[src/rtl/alu_seq.sv]
// alu_seq: handshaked ALU with registered result and flags.
// Single-cycle AND/OR/XOR/ADD/SUB and a WIDTH-step shift-add multiply.
// One operation is in flight at a time; the result is held until the consumer takes it.
`timescale 1ns/1ps
module alu_seq #(
   parameter int unsigned WIDTH = 8,
   parameter int unsigned CNT_W = 6
) (
   input  logic               clk,
   input  logic               rst_n,
   input  logic               in_valid,
   output logic               in_ready,
   input  logic [WIDTH-1:0]   In1,
   input  logic [WIDTH-1:0]   In2,
   input  logic [2:0]         Sel,
   output logic               out_valid,
   input  logic               out_ready,
   output logic [2*WIDTH-1:0] Out,
   output logic               flag_zero,
   output logic               flag_carry,
   output logic               flag_err
);

   localparam int unsigned OutW = 2 * WIDTH;
   localparam logic [CNT_W-1:0] LastStep = CNT_W'(WIDTH - 1);

   typedef enum logic [1:0] {
      StIdle = 2'd0,
      StMul  = 2'd1,
      StDone = 2'd2
   } state_e;

   state_e            state_q, state_d;
   logic [OutW-1:0]   out_q, out_d;
   logic              zero_q, zero_d;
   logic              carry_q, carry_d;
   logic              err_q, err_d;
   logic [OutW-1:0]   mcand_q, mcand_d;
   logic [WIDTH-1:0]  mplier_q, mplier_d;
   logic [OutW-1:0]   acc_q, acc_d;
   logic [CNT_W-1:0]  cnt_q, cnt_d;

   // Single-cycle op results, all widened to the output width.
   logic [WIDTH:0]    sum_w;
   logic [WIDTH:0]    diff_w;
   logic [OutW-1:0]   op_res;
   logic              op_err;
   // Accumulator value after the current multiply step.
   logic [OutW-1:0]   acc_next;

   // Decode the single-cycle operation from the presented operands.
   always_comb begin
      sum_w  = {1'b0, In1} + {1'b0, In2};
      diff_w = {1'b0, In1} - {1'b0, In2};
      op_res = '0;
      op_err = 1'b0;
      case (Sel)
         3'd0:    op_res = {{WIDTH{1'b0}}, In1 & In2};
         3'd1:    op_res = {{WIDTH{1'b0}}, In1 | In2};
         3'd2:    op_res = {{WIDTH{1'b0}}, In1 ^ In2};
         3'd3:    op_res = {{(WIDTH-1){1'b0}}, sum_w};
         3'd4:    op_res = {{(WIDTH-1){1'b0}}, diff_w};
         3'd5:    op_res = '0;
         default: begin
            op_res = '0;
            op_err = 1'b1;
         end
      endcase
   end

   // One shift-add step: add the shifted multiplicand when the multiplier LSB is set.
   always_comb begin
      acc_next = acc_q;
      if (mplier_q[0]) begin
         acc_next = acc_q + mcand_q;
      end
   end

   // Next-state and datapath control.
   always_comb begin
      state_d  = state_q;
      out_d    = out_q;
      zero_d   = zero_q;
      carry_d  = carry_q;
      err_d    = err_q;
      mcand_d  = mcand_q;
      mplier_d = mplier_q;
      acc_d    = acc_q;
      cnt_d    = cnt_q;

      unique case (state_q)
         StIdle: begin
            if (in_valid) begin
               if (Sel == 3'd5) begin
                  mcand_d  = {{WIDTH{1'b0}}, In1};
                  mplier_d = In2;
                  acc_d    = '0;
                  cnt_d    = '0;
                  state_d  = StMul;
               end else begin
                  out_d   = op_res;
                  zero_d  = (op_res == '0);
                  // Carry/borrow only means something for ADD and SUB.
                  carry_d = ((Sel == 3'd3) || (Sel == 3'd4)) ? op_res[WIDTH] : 1'b0;
                  err_d   = op_err;
                  state_d = StDone;
               end
            end
         end
         StMul: begin
            acc_d    = acc_next;
            mcand_d  = mcand_q << 1;
            mplier_d = mplier_q >> 1;
            cnt_d    = cnt_q + 1'b1;
            if (cnt_q == LastStep) begin
               out_d   = acc_next;
               zero_d  = (acc_next == '0);
               carry_d = 1'b0;
               err_d   = 1'b0;
               state_d = StDone;
            end
         end
         StDone: begin
            // Result stays put until the consumer takes it.
            if (out_ready) begin
               state_d = StIdle;
            end
         end
         default: begin
            state_d = StIdle;
         end
      endcase
   end

   // State and datapath registers.
   always_ff @(posedge clk or negedge rst_n) begin
      if (!rst_n) begin
         state_q  <= StIdle;
         out_q    <= '0;
         zero_q   <= 1'b0;
         carry_q  <= 1'b0;
         err_q    <= 1'b0;
         mcand_q  <= '0;
         mplier_q <= '0;
         acc_q    <= '0;
         cnt_q    <= '0;
      end else begin
         state_q  <= state_d;
         out_q    <= out_d;
         zero_q   <= zero_d;
         carry_q  <= carry_d;
         err_q    <= err_d;
         mcand_q  <= mcand_d;
         mplier_q <= mplier_d;
         acc_q    <= acc_d;
         cnt_q    <= cnt_d;
      end
   end

   // Handshake signals come straight from the state; result and flags from registers.
   always_comb begin
      in_ready   = (state_q == StIdle);
      out_valid  = (state_q == StDone);
      Out        = out_q;
      flag_zero  = zero_q;
      flag_carry = carry_q;
      flag_err   = err_q;
   end

endmodule
[config.mk]
export PLATFORM = sky130hd
export DESIGN_NAME = alu_seq
export DESIGN_NICKNAME = d
export VERILOG_FILES = /design/src/rtl/alu_seq.sv
export SDC_FILE = /design/constraint.sdc
export NUM_CORES = 1
export LEC_CHECK = 0
export ABC_AREA = 0
export CORE_MARGIN = 10
export CORE_UTILIZATION = 60
export CTS_BUF_LIST = sky130_fd_sc_hd__clkbuf_8
export DETAILED_ROUTE_END_ITERATION = 12
export GPL_TIMING_DRIVEN = 0
export PLACE_DENSITY = 0.89
export SLEW_MARGIN = 25
export SYNTH_ARGS = -nofsm -noshare
export SYNTH_HDL_FRONTEND = slang
export SYNTH_SLANG_ARGS = --single-unit
[constraint.sdc]
create_clock -name clk -period 7.7 [get_ports clk]
set_input_delay 0.77 -clock clk [delete_from_list [all_inputs] [get_ports clk]]
set_output_delay 0.77 -clock clk [all_outputs]
set_load 0.005 [all_outputs]
# ---- Word level (Yosys, flattened, before mapping)
# Index checks and enable logic that the tools add are counted.
dict set report classes {
  shift 0
  div 0
  mux 36
  multipliers 0
  n_lt_le_gt_ge 0
  n_reduce_logical 10
  n_bitwise 3
  eq_ne 13
  n_addsub 4
}
# op count
set op_table {}
lappend op_table {{2-to-1 mux 16 bit} 8}
lappend op_table {{case mux 16 bit (2 select lines)} 3}
lappend op_table {{case mux 9 bit (5 select lines)} 1}
lappend op_table {{zero test 16 bit} 2}
lappend op_table {{adder 16 bit} 1}
lappend op_table {{2-to-1 mux 8 bit} 2}
lappend op_table {{case mux 8 bit (2 select lines)} 1}
lappend op_table {{2-to-1 mux 6 bit} 2}
lappend op_table {{case mux 6 bit (2 select lines)} 1}
lappend op_table {{2-to-1 mux 1 bit} 10}
lappend op_table {{adder 8 x 8 -> 9 bit} 1}
lappend op_table {{subtractor 8 x 8 -> 9 bit} 1}
lappend op_table {{AND 8 bit} 1}
lappend op_table {{2-to-1 mux 2 bit} 4}
lappend op_table {{OR 8 bit} 1}
lappend op_table {{bitwise XOR 8 bit} 1}
lappend op_table {{adder 6 x 1 -> 6 bit, second input constant} 1}
lappend op_table {{equality test 3 x 2 -> 1 bit, second input constant} 2}
lappend op_table {{equality test 3 bit, second input constant} 2}
lappend op_table {{equality test 6 x 3 -> 1 bit, second input constant} 1}
lappend op_table {{inequality test 2 bit, second input constant} 3}
lappend op_table {{case mux 1 bit (2 select lines)} 3}
lappend op_table {{case mux 2 bit (3 select lines)} 1}
lappend op_table {{AND reduction 3 bit} 2}
lappend op_table {{10 further kinds} 11}
dict set report word_totals {
  mem_count 0
  register_bits 67
  ramBits 0
  output_inout_bits 21
  romBits 0
  in_bits 23
  elab_cells 75
  latchBits 0
}

# ---- Depth between registers and ports, before layout
dict set report logic_depth {
  ltp_word 6
  mapped_depth 14
  ltp_nobuf 14
}

# ---- Worst setup path after synthesis
# OpenSTA, ideal clock, no wires.
dict set report synth_path {
  kind {input to register}
  startpoint {input port Sel[0]}
  endpoint {register zero_q, in the netlist flag_zero}
  required_ns 7.569
  cell_stages 12
  slack_ns 4.390
  n_path_buf 1
  arrival_time_ns 3.180
  setup_ns 0.131
  path_cell_list {buf_2 -> nor3_4 -> mux2i_1 -> fa_1 -> a211oi_1 -> nor2_1 -> o21a_1 -> o41ai_1 -> xor2_1 -> nand2b_1 -> a41oi_1 -> o31ai_2}
}
dict set report synth_via {
  elab_chain_cells 6
  word_cells_on_any_way 13
  cone_classes {eq/ne (6); mux (4); reduce/logical (3)}
}
# element line_no
set synth_lines {}
lappend synth_lines {{start: declaration} 15} ;# input logic [2:0] Sel,
lappend synth_lines {{equality test 3 bit, or another cell as far along} 57} ;# case (Sel)
lappend synth_lines {{case mux 9 bit (5 select lines)} 57}
lappend synth_lines {{zero test 16 bit} 102} ;# zero_d = (op_res == '0);
lappend synth_lines {{2-to-1 mux 1 bit} 94} ;# if (Sel == 3'd5) begin
lappend synth_lines {{2-to-1 mux 1 bit} 93} ;# if (in_valid) begin
lappend synth_lines {{case mux 1 bit (2 select lines)} 91} ;# unique case (state_q)
lappend synth_lines {{end signal: assignment} 150} ;# zero_q <= zero_d;
lappend synth_lines {{end: declaration} 35} ;# logic zero_q, zero_d;
# Several ways; a longest one is shown, not always the timed one. The select of a mux whose other input is x is not followed.
# A chain may end at the register's enable or synchronous reset.

# ---- Worst setup path after layout
dict set report layout_path {
  startpoint {input port Sel[1]}
  endpoint {register zero_q, in the netlist flag_zero}
}
# The elaborated chain is that of the path after synthesis.

==> flow_summary.ini <==
[floorplanning]
initial_core_util_pct = 62.6
die_h_um = 110
io_pins = 44
core-area_mm2 = 0.00781
die_w_um = 110
dieArea_mm2 = 0.0122
rows = 32

[clock_network]
ctsHtreeMaxLevel = 3
hold_buffers = 0
clkTransAtPathRegs_ps = 90
clockRootBuffer = clkbuf_8
clk_latency_ps = 360
postCtsSetupBuffers = 0
cts_resized = 0
clock_sinks = 67
cts-buffers-inserted = 9
tritoncts = built
cts_buffer_depth = 2

[worst_setup_path]
r2r_start = mcand_q[0]$_DFFE_PN0P_
reg2reg_to = flag_zero$_DFFE_PN0P_
worstPathRequired_ps = 7940
r2r_slack_ps = 4660
worstPathArrival_ps = 4010
critical_path_peak_fanout = 9
critPathKind = primary input to register
crit_path_end_kind = register
worstRegToRegCells = 10
startpoint_type = primary input

[layout]
final_util_pct = 72.5
nets = 671
final_cell_mix = nand2_1, dfrtp_1, nor2_1
final_cells = 712
areaGrowthSynthToFinish_pct = 15.8
n_antenna_cell = 0
final_common_cell = nand2_1
drive_gt1_share_pct = 8.52

[drt]
post_drt_wl_per_cell_um = 18.9
drt_iter0_drc = 326
ant_nets = 0
drc = 0
wl_um = 13400
drt-vias-per-instance = 6.31
vias = 4495
first_pass_iters = 7

[timing]
rsz0062_at_grt = no
finalHoldViolations = 0
fin_setup_tns_ps = 0
slew-limit-headroom_pct = 57.2
worst_pin_slew_ps = 642
setup_ws_ps = 3930
min_period_over_period_pct = 49.0
slew_viol_final = 0
setup_violations = 0
maxClockFrequency_mhz = 265
clock_skew_ps = 13.3
min_period_ps = 3770

[run]
cap_violations = 0

[synth]
postSynthRegisterBits = 67
netlist_instances = 551
synth.avg_cell_area_um2 = 8.87
syn_nets = 617
yosys_warnings = 0
synth_cell_types = 68
ys_async_sr_fraction_pct = 100
synth_edf_count = 0
yosysSeqAreaShare_pct = 34.3
synth-main-ff-cell = dfrtp_1
synth.cell_area_mm2 = 0.00489

[global_route]
grt_max_degree = 37
antenna_found_initial = 0
grt.total_usage_pct = 22.6
grt_pass1_wl_um = 21800
grt_pass1_vias = 4453
overflow = 0

[placed_design]
gp_congestion = 0.920
dp_cells = 696
hpwl_um = 10100
portBuffers = 42
dp_slack_ps = 3630

[power_and_ir_drop]
power.leakage_uw = 0.00262
power_density_mw_per_mm2 = 316
ir_worst_vdd_mv = 0.202

[min_path]
min_path_type = primary input to async pin

[outcome]
outcome = finished clean
metrics by stage:
stage          hold slack [ps]  cell area, um^2  power (uW)
6_report                   337             5660        1790
5_1_grt                    362             5660        1900
4_1_cts                    348             5660        1770
3_5_place_dp               469             5450        1450
3_3_place_gp               458             5430        1410
2_1_floorplan              463             4890        1170
kinds of logic after synthesis:
family                   synth area share, %
AO/OA/AOI/OAI                           22.6
adder cells (fa/ha/maj)                 11.3
flip-flops                              34.3
XOR/XNOR                                3.94
buffers and inverters                   5.04
multiplexers                            4.02
AND/OR/NAND/NOR                         18.7
sequential cells by signal, indices dropped and copies added (netlist names):
signal	flops
state_q	2
cnt_q	6
flag_err	1
Out	16
flag_zero	1
mcand_q	16
mplier_q	8
flag_carry	1
acc_q	16
synth_stat cells (4+ instances only):
master | instances | share of area [%]
nor2_1 | 43 | 3.3
ha_1 | 41 | 10
a22o_1 | 16 | 2.9
clkbuf_1 | 20 | 1.5
o21a_1 | 5 | 0.77
inv_1 | 28 | 2.2
nand3_1 | 6 | 0.61
nand2b_1 | 11 | 1.4
a21oi_1 | 25 | 2.6
a211oi_1 | 10 | 1.5
o22ai_1 | 4 | 0.51
a21o_1 | 11 | 1.7
nor2b_1 | 6 | 0.77
a31oi_1 | 18 | 2.3
buf_2 | 5 | 0.51
nand2_1 | 75 | 5.8
xor2_1 | 7 | 1.3
o21ai_0 | 36 | 3.7
mux2i_1 | 14 | 2.9
o21ai_1 | 4 | 0.41
mux2_2 | 5 | 1.2
xnor2_1 | 15 | 2.7
dfrtp_1 | 67 | 34
nor3_1 | 9 | 0.92
per-layer routing:
layer,share of wire (%),global-route usage [%]
met2,47,35.6
met4,3.1,10.7
met1,41,27.6
met5,0,0
met3,8.7,6.91
worst max-delay path, stage by stage:
cell and delay, ps:
clkdlybuf4s50_1 510, nor3_4 440, mux2i_1 210, fa_1 490, a211oi_1 250, nor2_1 100
o21a_1 190, o41ai_1 320, xor2_1 190, nand2b_1 130, a41oi_1 280, o31ai_2 120
worst max path at each step:
stage                     slack, ps  startpoint               endpoint  depth (start not counted)
final                          3930      Sel[1]  flag_zero$_DFFE_PN0P_                         12
after global routing           3780      In2[0]  flag_zero$_DFFE_PN0P_                         13
after CTS                      3960      Sel[1]  flag_zero$_DFFE_PN0P_                         12
after detailed placement       3630      Sel[1]  flag_zero$_DFFE_PN0P_                         12
after global placement         3590      Sel[1]  flag_zero$_DFFE_PN0P_                         12
after floorplan                4390      Sel[0]  flag_zero$_DFFE_PN0P_                         12
report_power, final:
group | switching [uW] | internal (uW)
clock | 159 | 155
combinational | 516 | 398
sequential | 99.6 | 463
area by class of cell:
cell class,instances,area (um^2)
inverters,28,105
well taps,102,128
fillers,542,2150
clock inverters,7,82.6
clock buffers,9,124
plain buffers,28,141
flip-flops and latches,67,1680
multi-input cells,428,2960
repair buffers,43,438
(Power assumes the default switching activity.)
